$ cat src/rtl/muller_c_handshake_driver.sv
// muller_c_handshake_driver
//   Synchronous four-phase handshake initiator for a Muller C-element.
//   It raises drv_a/drv_b with a programmable skew and waits for the synchronized
//   element output to go high. It then lowers both drivers with the same skew and
//   waits for the output to go low. Completed handshakes are counted, and stalls
//   are flagged as timeouts.
//   Optional feature macro: MULLER_DRV_HOLD_CHECK_EN. When it is defined, the block
//   flags an element output that moves while the drivers disagree (hold_err).
// Ports
//   clock, reset    : system clock, synchronous active-high reset
//   start           : request one handshake (accepted only when idle)
//   skew, order     : lead-to-lag spacing in cycles / 0 = drv_a leads; sampled at accept
//   c_in            : asynchronous C-element output
//   drv_a, drv_b    : C-element inputs
//   busy, done      : handshake in progress / one-cycle completion pulse
//   timeout         : sticky stall error, cleared by the next accepted start
//   hs_count        : completed handshake counter (wraps)
//   hold_err        : sticky hold violation (tied 0 without the check)
module muller_c_handshake_driver #(
  parameter int unsigned SYNC_STAGES = 2,
  parameter int unsigned SKEW_W      = 4,
  parameter int unsigned TIMEOUT_W   = 8,
  parameter int unsigned CNT_W       = 16
) (
  input  logic              clock,
  input  logic              reset,
  input  logic              start,
  input  logic [SKEW_W-1:0] skew,
  input  logic              order,
  input  logic              c_in,
  output logic              drv_a,
  output logic              drv_b,
  output logic              busy,
  output logic              done,
  output logic              timeout,
  output logic [CNT_W-1:0]  hs_count,
  output logic              hold_err
);

  localparam logic [TIMEOUT_W-1:0] WAIT_TERM = '1;

  typedef enum logic [2:0] {
    IDLE, UP, WAIT_HI, DOWN, WAIT_LO, DONE, ERR
  } state_e;

  state_e                 state_q, state_d;
  logic [SYNC_STAGES-1:0] sync_q;
  logic                   c_sync;
  logic [SKEW_W-1:0]      skew_q, skew_d, skew_cnt_q, skew_cnt_d;
  logic                   order_q, order_d;
  logic [TIMEOUT_W-1:0]   wait_q, wait_d, wait_inc;
  logic                   drv_a_q, drv_a_d, drv_b_q, drv_b_d;
  logic                   busy_q, busy_d, done_q, done_d, timeout_q, timeout_d;
  logic [CNT_W-1:0]       hs_count_q, hs_count_d;
  logic                   lead_d, lag_d;

  assign c_sync   = sync_q[SYNC_STAGES-1];
  assign wait_inc = wait_q + TIMEOUT_W'(1);

  // Next state and next outputs; drivers are handled as lead/lag, then mapped by order
  always_comb begin
    state_d    = state_q;
    skew_d     = skew_q;
    order_d    = order_q;
    skew_cnt_d = skew_cnt_q;
    wait_d     = wait_q;
    busy_d     = busy_q;
    done_d     = 1'b0;
    timeout_d  = timeout_q;
    hs_count_d = hs_count_q;
    lead_d     = order_q ? drv_b_q : drv_a_q;
    lag_d      = order_q ? drv_a_q : drv_b_q;

    case (state_q)
      IDLE: begin
        if (start) begin
          skew_d     = skew;
          order_d    = order;
          timeout_d  = 1'b0;
          busy_d     = 1'b1;
          lead_d     = 1'b1;
          skew_cnt_d = '0;
          wait_d     = '0;
          if (skew == '0) begin
            lag_d   = 1'b1;
            state_d = WAIT_HI;
          end else begin
            state_d = UP;
          end
        end
      end
      UP: begin
        if (skew_cnt_q == skew_q - SKEW_W'(1)) begin
          lag_d   = 1'b1;
          wait_d  = '0;
          state_d = WAIT_HI;
        end else begin
          skew_cnt_d = skew_cnt_q + SKEW_W'(1);
        end
      end
      WAIT_HI: begin
        // Completion takes priority over the terminal count
        if (c_sync) begin
          lead_d     = 1'b0;
          skew_cnt_d = '0;
          wait_d     = '0;
          if (skew_q == '0) begin
            lag_d   = 1'b0;
            state_d = WAIT_LO;
          end else begin
            state_d = DOWN;
          end
        end else if (wait_inc == WAIT_TERM) begin
          state_d = ERR;
        end else begin
          wait_d = wait_inc;
        end
      end
      DOWN: begin
        if (skew_cnt_q == skew_q - SKEW_W'(1)) begin
          lag_d   = 1'b0;
          wait_d  = '0;
          state_d = WAIT_LO;
        end else begin
          skew_cnt_d = skew_cnt_q + SKEW_W'(1);
        end
      end
      WAIT_LO: begin
        if (!c_sync) begin
          state_d    = DONE;
          busy_d     = 1'b0;
          done_d     = 1'b1;
          hs_count_d = hs_count_q + CNT_W'(1);
        end else if (wait_inc == WAIT_TERM) begin
          state_d = ERR;
        end else begin
          wait_d = wait_inc;
        end
      end
      DONE:    state_d = IDLE;
      ERR:     state_d = IDLE;
      default: state_d = IDLE;
    endcase

    // Entering ERR drops both drivers and raises the sticky flag
    if (state_d == ERR && state_q != ERR) begin
      lead_d    = 1'b0;
      lag_d     = 1'b0;
      busy_d    = 1'b0;
      timeout_d = 1'b1;
    end

    drv_a_d = order_d ? lag_d  : lead_d;
    drv_b_d = order_d ? lead_d : lag_d;
  end

  // State, synchronizer and output registers
  always_ff @(posedge clock) begin
    if (reset) begin
      state_q    <= IDLE;
      sync_q     <= '0;
      skew_q     <= '0;
      skew_cnt_q <= '0;
      order_q    <= 1'b0;
      wait_q     <= '0;
      drv_a_q    <= 1'b0;
      drv_b_q    <= 1'b0;
      busy_q     <= 1'b0;
      done_q     <= 1'b0;
      timeout_q  <= 1'b0;
      hs_count_q <= '0;
    end else begin
      state_q    <= state_d;
      sync_q     <= {sync_q[SYNC_STAGES-2:0], c_in};
      skew_q     <= skew_d;
      skew_cnt_q <= skew_cnt_d;
      order_q    <= order_d;
      wait_q     <= wait_d;
      drv_a_q    <= drv_a_d;
      drv_b_q    <= drv_b_d;
      busy_q     <= busy_d;
      done_q     <= done_d;
      timeout_q  <= timeout_d;
      hs_count_q <= hs_count_d;
    end
  end

  assign drv_a    = drv_a_q;
  assign drv_b    = drv_b_q;
  assign busy     = busy_q;
  assign done     = done_q;
  assign timeout  = timeout_q;
  assign hs_count = hs_count_q;

`ifdef MULLER_DRV_HOLD_CHECK_EN
  logic hold_err_q, hold_err_d;

  // While the drivers disagree the element must hold its previous output
  always_comb begin
    hold_err_d = hold_err_q;
    if (state_q == IDLE && start) begin
      hold_err_d = 1'b0;
    end else if ((state_q == UP && c_sync) || (state_q == DOWN && !c_sync)) begin
      hold_err_d = 1'b1;
    end
  end

  always_ff @(posedge clock) begin
    if (reset) hold_err_q <= 1'b0;
    else       hold_err_q <= hold_err_d;
  end

  assign hold_err = hold_err_q;
`else
  assign hold_err = 1'b0;
`endif

endmodule

$ cat config.mk
export PLATFORM = sky130hd
export DESIGN_NAME = muller_c_handshake_driver
export DESIGN_NICKNAME = d
export VERILOG_FILES = /design/src/rtl/muller_c_handshake_driver.sv
export SDC_FILE = /design/constraint.sdc
export NUM_CORES = 1
export LEC_CHECK = 0
export CORE_MARGIN = 2
export CORE_UTILIZATION = 46
export CTS_CLUSTER_DIAMETER = 80
export DETAILED_ROUTE_END_ITERATION = 10
export DONT_BUFFER_PORTS = 1
export SETUP_SLACK_MARGIN = 0.1
export SKIP_CTS_REPAIR_TIMING = 1
export SLEW_MARGIN = 40
export SYNTH_ARGS = -nofsm -noshare
export SYNTH_HDL_FRONTEND = slang
export SYNTH_SLANG_ARGS = --single-unit
$ cat constraint.sdc
create_clock -name clock -period 3.58 [get_ports clock]
set_clock_uncertainty 0.2 [all_clocks]
set_input_delay 0.358 -clock clock [delete_from_list [all_inputs] [get_ports clock]]
set_output_delay 0.358 -clock clock [all_outputs]
set_load 0.02 [all_outputs]
==> run summary, run 1 <==
Fraction of the mapped netlist area in adder cells: 0.02548
Clock root buffer: sky130_fd_sc_hd__clkbuf_8
Die height: 77.05 um
Via count of the first global-routing pass: 1892
Die X-Extent: 77.05 um
Clock tree from TritonCTS: done
Met2 Wirelength: 2450 um
Status: finished with violations
Placed Instances: 341
Number of core rows: 26
Arrival time of the worst setup path: 2.38 ns
Sequential fraction of the synthesis area: 0.3507
Total global routing track utilization: 0.1899
Via density: 5.782
Worst setup path start: skew_q[0]
Number of CTS-inserted buffers: 5
Top cells by area in the synthesized netlist: sky130_fd_sc_hd__dfxtp_1, sky130_fd_sc_hd__nand2_1, sky130_fd_sc_hd__a21oi_1
Cell with the biggest individual delay on the critical path: sky130_fd_sc_hd__or4_1
Source of the worst register-to-register timing path: skew_q[0]
Number of antenna repair diodes: 0
Reg clk slew, reported paths: 0.09 ns
Num Clock Sinks: 43
Number of pins exceeding their max-slew limit in the final report: 0
Fraction of final layout cells with drive strength greater than 1: 0.1095
Final hold slack: -0.01614 ns
Net Count, Synth: 295
Endpoint class of the critical path: flip-flop
IO Count: 31
Violations in the final reports: negative hold slack
Routed wire length: 5351 um
Unique masters post-synth: 64
Rel. slew slack: 0.5343
Highest routed layer: met4
Initial DRT Pass Iterations: 4
Crit path max fanout: 15
Total Negative Setup Slacks: 0 ns
RD Place Congestion: 0.7975
H-tree depth: 2
First-pass GRT wire length: 9114 um
Most frequent cells after synthesis: sky130_fd_sc_hd__dfxtp_1, sky130_fd_sc_hd__nand2_1, sky130_fd_sc_hd__a21oi_1
Routed wire length on met3: 173 um
Xor/xnor share of the synthesized area: 0.06983
Leading register cell type out of synthesis: sky130_fd_sc_hd__dfxtp_1
Data required time of the worst path: 3.61 ns
Routed length per placed instance: 15.16 um
Total core area: 5140 um2
Post-synthesis sequential element count: 43
DRC: 0
Yosys warning total: 0
Power density relative to cell area: 394.7 nW/um2
Pin slew with the least headroom to its limit: 0.6975 ns
Initial antenna violation count: 0
Max-capacitance violation count: 0
Count of nets left with antenna violations after detail routing: 0
Combinational family with the most area after synthesis: simple AND/OR/NAND/NOR gates
Final Instance Count excl. Fillers: 353
Die footprint: 5937 um2
Post-DP HPWL: 3826 um
Largest net degree at the start of global routing: 31
Share of cell area taken by muxes after synthesis: 0.02599
Hold Crit Start: skew[3]
Via count: 2041
First DRT Iteration DRCs: 104
Port buffer count: 0
Buffers from clock root to sink, at most: 2
Synthesized cell area: 2455 um2
Leakage dissipation: 0.0009074 uW
Share of synthesized flip-flops with an asynchronous set or reset: 0
Kind of start point of the critical path: flip-flop
Number of hold-slack violations in the final timing report: 2
Worst hold path type: input pin to flip-flop
Endpoints failing setup: 0
Count leader, synth: sky130_fd_sc_hd__dfxtp_1
Met1 wire length: 2692 um
Max Clock Freq: 0.4261 GHz
Cell type with the highest aggregate area in the netlist: sky130_fd_sc_hd__dfxtp_1
Gate count of the mapped netlist: 281
Effective utilization at floorplan: 0.4776
GRT Residual Overflow: 0
Critical path class: flip-flop to flip-flop
Clock latency of the later-clocked register in the worst-skew pair: 0.29 ns
Simple-Gate Fraction of Synth Area: 0.3242
Final critical-path share of the clock period: 0.6556
Total Nets Final: 296
Post-synthesis to final-layout area growth: 7.441%
List of cells traversed by the critical path: inv_1 > ha_1 > xnor2_1 > nor2_2 > a21boi_2 > or4_1 > a21oi_1
Final worst path period need: 2.347 ns
Share of Yosys cell area claimed by the top area cell type: 0.3507
Count of flip-flops with a built-in enable after synthesis: 0
Synth Area in Compound Gates: 0.1580
Worst VDD drop: 0.0002573 V
RSZ-0062 raised after global routing: no
Average cell area after synthesis: 8.736 um2
Max incr delay on CP: 0.52 ns
-- placed cells by master, fill, tap and decap left out, drive strengths merged, types with 3 or more instances in the layout --
cell type / count
dfxtp: 43
nand2: 35
a21oi: 24
nor2: 24
inv: 11
nand3: 11
nand4: 10
o21ai: 10
xnor2: 9
nor3: 7
xor2: 7
nor2b: 6
or4: 6
ha: 5
clkbuf: 5
or3: 4
nand2b: 4
a211oi: 4
mux2: 3
mux2i: 3
o31ai: 3
dlygate4sd3: 3
and3: 3
nor4b: 3
nor4: 3
-- power breakdown --
part | total, uW | switching [uW] | internal (uW)
combinational | 133 | 78.0 | 55.2
clock | 387 | 179 | 208
sequential | 521 | 28.4 | 492
-- cells by family after synthesis --
kind of cell | after synthesis
AOI/OAI and AO/OA | 57
xor gates and xnor gates | 17
adders and majority gates | 5
buffers and inverters | 21
DFF | 43
muxes | 6
other | 1
and+or+nand+nor | 131
-- worst paths after layout --
kind / endpoint / slack, ns / cells past startpoint
worst min register to register: sync_q[1] / 0.24 / 1
worst max register to register: wait_q[1] / 1.23 / 7
worst max-delay path: wait_q[1] / 1.23 / 7
worst min-delay path: skew_q[3] / -0.02 / 2
-- per-stage QoR --
step             util  hold slack (ns)  total power, uW  setup WS, ns  instance area (um2)
2_1_floorplan       -           0.2138            637.3         1.447                 2455
6_report       0.5131         -0.01614             1041         1.233                 2638
5_1_grt        0.5131        0.0005945             1087         1.027                 2638
3_3_place_gp   0.4815           0.2192            652.5         1.290                 2475
4_1_cts        0.5034         -0.08478             1038         1.223                 2587
3_5_place_dp   0.4815           0.2246            654.9         1.244                 2475
-- registers in the layout (all words and copies together), names as in the netlist, 2 cells and up --
| register | cells |
|---|---|
| skew_q | 4 |
| skew_cnt_q | 4 |
| wait_q | 8 |
| sync_q | 2 |
| state_q | 3 |
| hs_count | 16 |
-- metal layers --
metal  GRT usage  vias up
met5           0        -
met4     0.07143        0
met3     0.03529        2
met2      0.2956       30
met1      0.2617      993
li1            -     1016
-- critical path: cells and delay by family, from the launching register on --
kind / cells / cell delay [ns]
flip-flops: 1 / 0.39
AO/OA/AOI/OAI: 2 / 0.38
AND/OR/NAND/NOR: 2 / 0.81
buffers and inverters: 1 / 0.06
adder cells (fa/ha/maj): 1 / 0.30
XOR/XNOR: 1 / 0.14
-- layout make-up --
class	count	area, um2
clock buffers	5	68.82
clock inverters	3	43.79
fillers	530	2502
inverters	11	41.29
multi-input cells	217	1485
flip-flops and latches	43	860.8
well taps	70	87.58
repair buffers	4	50.05
Power figures use the tool's default switching activity.
==> run 2, diff against run 1 <==
==> constraint.sdc (replaced) <==
create_clock -name clock -period 2 [get_ports clock]
set_clock_uncertainty 0.2 [all_clocks]
set_input_delay 0.2 -clock clock [delete_from_list [all_inputs] [get_ports clock]]
set_output_delay 0.2 -clock clock [all_outputs]
set_load 0.02 [all_outputs]
==> run summary, run 2 (synthesis results as in run 1) <==
Die footprint: 5937 um2 (unchanged)
Number of antenna repair diodes: 0 (unchanged)
Fraction of final layout cells with drive strength greater than 1: 0.3692 (+0.2596)
Endpoint class of the critical path: flip-flop
Final hold slack: 0.04339 ns (+0.05954 ns)
Routed length per placed instance: 15.23 um (+0.50%)
Flip-flop count of the largest register after layout: 16 (unchanged)
Total global routing track utilization: 0.2034 (+0.01351)
Kind of start point of the critical path: flip-flop
Via count of the first global-routing pass: 2025 (+7.0%)
Clock tree from TritonCTS: done
Total core area: 5140 um2 (unchanged)
IO Count: 31 (unchanged)
Buffers from clock root to sink, at most: 2 (unchanged)
Total Nets Final: 357 (+21%)
Final critical-path share of the clock period: 0.9968 (+0.3412)
Post-DP HPWL: 4167 um (+8.9%)
Via count: 2275 (+11%)
Power dissipated by switching net loads: 542.6 uW (+90%)
Max-capacitance violation count: 0 (unchanged)
Crit path max fanout: 5 (-10)
H-tree depth: 2 (unchanged)
DRC: 0 (unchanged)
Clock power frac: 0.302 (-0.070)
Final Instance Count excl. Fillers: 414 (+17%)
Initial antenna violation count: 0 (unchanged)
Max incr delay on CP: 0.52 ns (about the same)
Area taken by multi-input logic gates: 1667 um2 (+12%)
Number of core rows: 26 (unchanged)
Endpoints failing setup: 0 (unchanged)
Routed wire length: 6307 um (+18%)
Clock latency of the later-clocked register in the worst-skew pair: 0.30 ns (about the same)
Final worst path period need: 1.994 ns (-0.3535 ns)
Fillers: 469 (-12%)
Cell class contributing the biggest share of worst-path delay: simple AND/OR/NAND/NOR gates
First-pass GRT wire length: 9873 um (+8.3%)
Post-synthesis to final-layout area growth: 34.51%
Buffers & Inverters on Critical Path: 1 (unchanged)
Port buffer count: 0 (unchanged)
Internal power of the cells: 1301 uW (+72%)
Worst hold path type: input pin to flip-flop
Comb power frac: 0.203 (+0.075)
Count of nets left with antenna violations after detail routing: 0 (unchanged)
Effective utilization at floorplan: 0.4776 (unchanged)
Area taken by flip-flops and latches: 878.3 um2 (+2.0%)
List of cells traversed by the critical path: inv_2 > ha_4 > xnor3_2 > nand2b_4 > nand3_4 > or4b_4 > a21oi_2
Max Clock Freq: 0.5016 GHz (+18%)
Leakage dissipation: 0.001257 uW (+39%)
Data required time of the worst path: 2.04 ns (-1.57 ns)
Most frequent standard cell in the layout excluding fill and tap cells: sky130_fd_sc_hd__buf_4
GRT Residual Overflow: 0 (unchanged)
Via density: 5.495 (-5.0%)
Sequential group share of total power: 0.496 (-0.004)
RSZ-0062 raised after global routing: yes
Total Negative Setup Slacks: 0 ns (unchanged)
Switching power as a share of total power: 0.2943 (+0.02001)
Arrival time of the worst setup path: 2.03 ns (-0.35 ns)
Clock root buffer: sky130_fd_sc_hd__clkbuf_8
Worst VDD drop: 0.0003536 V (+37%)
Die height: 77.05 um (unchanged)
Commonest cells after routing, fill and taps aside: sky130_fd_sc_hd__buf_4, sky130_fd_sc_hd__dfxtp_1, sky130_fd_sc_hd__nand2_1
Number of hold-slack violations in the final timing report: 0 (-2)
Number of CTS-inserted buffers: 5 (unchanged)
Die X-Extent: 77.05 um (unchanged)
Reg clk slew, reported paths: 0.09 ns (about the same)
Num Clock Sinks: 43 (unchanged)
Cell with the biggest individual delay on the critical path: sky130_fd_sc_hd__or4b_4
Power density relative to cell area: 558.3 nW/um2 (+41%)
Status: complete, no violations
Largest net degree at the start of global routing: 31 (unchanged)
Placed Instances: 387 (+13%)
Number of pins exceeding their max-slew limit in the final report: 0 (unchanged)
Critical path class: flip-flop to flip-flop
First DRT Iteration DRCs: 99 (-4.8%)
RD Place Congestion: 0.7971 (about the same)
Initial DRT Pass Iterations: 4 (unchanged)
## run 2: final timing paths
| kind | from | end | slack [ns] | cells after the start |
|---|---|---|---|---|
| hold reg to reg | sync_q[0] | sync_q[1] | 0.24 | 1 |
| setup reg to reg | skew_q[0] | wait_q[6] | 0.006 | 7 |
| hold / removal | reset | skew_cnt_q[3] | 0.04 | 4 |
| setup / recovery | skew_q[0] | wait_q[6] | 0.006 | 7 |
## run 2: power by group through the flow
stage,registers (uW),clock network (uW),logic [uW]
6_report,914,556,374
5_1_grt,919,610,406
4_1_cts,913,572,294
3_5_place_dp,933,0,293
3_3_place_gp,934,0,288
2_1_floorplan,934,0,213
## run 2: layer usage
metal / vias to the layer above / GRT usage / share of wire
li1: 1136 / - / -
met1: 1083 / 0.2851 / 0.47
met2: 50 / 0.3158 / 0.49
met3: 6 / 0.04000 / 0.034
met4: 0 / 0.06429 / 0.0084
met5: - / 0 / 0
## run 2: metrics by stage
stage | utilization | power (uW) | setup slack [ns] | instance area [um2]
2_1_floorplan | - | 1147 | 0.04440 | 2476
3_3_place_gp | 0.5521 | 1221 | 0.008583 | 2838
3_5_place_dp | 0.5521 | 1226 | 0.005778 | 2838
4_1_cts | 0.5686 | 1779 | -0.01996 | 2923
5_1_grt | 0.6424 | 1934 | -0.07925 | 3302
6_report | 0.6424 | 1844 | 0.006391 | 3302
## run 2: area by class of cell
| type | instances | share of cell area |
|---|---|---|
| repair buffers | 65 | 0.1645 |
| multi-input cells | 217 | 0.5047 |
| inverters | 11 | 0.01250 |
| clock buffers | 6 | 0.02198 |
| flip-flops and latches | 43 | 0.2660 |
| well taps | 70 | 0.02653 |
| clock inverters | 2 | 0.003789 |
## run 2: worst register-to-register path, delay by kind of cell (launching register included)
kind	cells	cell delay (ns)
DFF	1	0.36
AOI/OAI and AO/OA	1	0.14
xor gates and xnor gates	1	0.27
adders and majority gates	1	0.15
buffers and inverters	1	0.04
and+or+nand+nor	3	0.78
==> run 3, diff against run 2 <==
--- a/config.mk
+++ b/config.mk
@@ -12,7 +12,6 @@
 export DONT_BUFFER_PORTS = 1
 export SETUP_SLACK_MARGIN = 0.1
 export SKIP_CTS_REPAIR_TIMING = 1
-export SLEW_MARGIN = 40
 export SYNTH_ARGS = -nofsm -noshare
 export SYNTH_HDL_FRONTEND = slang
 export SYNTH_SLANG_ARGS = --single-unit
==> results of run 3 <==
The final DEF is identical to that of run 2; final timing and power are the same.
==> RTL change: new RTL, settings of run 2 <==
Change the parameter `SKEW_W` from 4 to 5.
--- a/src/rtl/muller_c_handshake_driver.sv
+++ b/src/rtl/muller_c_handshake_driver.sv
@@ -20,3 +20,3 @@
   parameter int unsigned SYNC_STAGES = 2,
-  parameter int unsigned SKEW_W      = 4,
+  parameter int unsigned SKEW_W      = 5,
   parameter int unsigned TIMEOUT_W   = 8,
Interface: changed (resized skew); port bits go from 31 to 32. No check against the original RTL was run, so the function may have changed too.
==> RTL change against run 2 <==
  * Routed wire length down 12%
  * Critical path type unchanged
  * Largest cell class unchanged
  * The flow now finishes with violations (negative setup slack)
  * Highest routed layer unchanged
  * Synthesized cell count down 1.1%
  * Synthesized area up 3.3%
  * Sequential cell count up 2
  * Cell area up 2.3%
  * Sequential power up 4.6%
  * Core utilization down 1.8 points
  * Setup slack worse by 0.25 ns
  * Count of clock-buffer cells in the layout down 1
  * Combinational power down 16%
  * Power about the same
==> RTL change: results (changes against run 2) <==
INFO  metric path_depth = 8 (+1)
INFO  metric routed_wirelength = 5550 um (-12%)
INFO  metric ir_drop = 0.407 mV (+15%)
INFO  metric grt_start_max_net_pins = 37 (+19%)
INFO  metric finalSetupViolations = 18 (+18)
INFO  metric combinationalPower = 314 uW (-16%)
INFO  metric wire_per_inst = 13.3 um (-13%)
INFO  metric ys_seq_elements = 45 (+4.7%)
INFO  metric whs_path_depth = 3 (-1)
INFO  metric critical_path.max_fanout = 3 (-2)
INFO  metric gp_congestion = 0.869 (+9.0%)
INFO  metric placed_cell_area = 0.00302 mm2 (+6.4%)
INFO  metric fin_hold_ws = 0.139 ns (+0.0955 ns)
INFO  metric setup_slack = -0.239 ns (-0.246 ns)
INFO  metric mappedNetlistNets = 293 (-0.68%)
INFO  metric synthDistinctLibCells = 65 (+1.6%)
INFO  metric setup.worst_path.end = drv_a
INFO  metric max_stage_delay = 0.42 ns (-0.10 ns)
INFO  metric whs_endpoint = skew_cnt_q[0]
INFO  metric avgViaCountPerCell = 5.18 (-5.7%)
INFO  metric fillers = 475 (+1.3%)
INFO  metric nonClkBufAreaFrac = 17.2% (+0.75 points)
INFO  metric drtIter0Drc = 73 (-26%)
INFO  metric first_global_vias = 2103 (+3.9%)
INFO  metric failed_checks = negative setup slack
INFO  metric synth_area_leaders = sky130_fd_sc_hd__dfxtp_1 36%, sky130_fd_sc_hd__nor2_1 5.3%, sky130_fd_sc_hd__xnor2_1 4.8%
INFO  metric dpl_worst_slack = -0.281 ns (-0.286 ns)
INFO  metric layout-drive-gt1-share = 34.8% (-2.1 points)
INFO  metric status = finished, violations left
INFO  metric nets = 359 (+0.56%)
INFO  metric finalCoreUtilization = 62.5% (-1.8 points)
INFO  metric nMultiInputCombCells = 213 (-1.8%)
RTL change: cell types whose count changed after synthesis, moves of 4 or more:
cell	change
sky130_fd_sc_hd__nand2_1	-17
sky130_fd_sc_hd__a21oi_1	-13
sky130_fd_sc_hd__nor2_1	+13
sky130_fd_sc_hd__and3_1	+6
sky130_fd_sc_hd__xnor2_1	+6
sky130_fd_sc_hd__xor2_1	+6
sky130_fd_sc_hd__or4_1	-4
RTL change: cell families after synthesis:
kind of cell               count (synthesis)  share of synthesized area [%]
AOI/OAI and AO/OA                         50                           17.1
xor gates and xnor gates                  30                           11.7
adders and majority gates                  5                           2.47
buffers and inverters                     20                           4.20
DFF                                       45                           35.5
muxes                                      7                           2.86
other                                      1                          0.148
and+or+nand+nor                          120                           26.0
RTL change: routing by layer:
layer	part of all wire [%]	global-route usage, %	up-vias
met5	0	0	-
met4	1.3	6.32	0
met3	3.4	3.45	5
met2	47	31.7	28
met1	48	24.9	1006
li1	-	-	1121
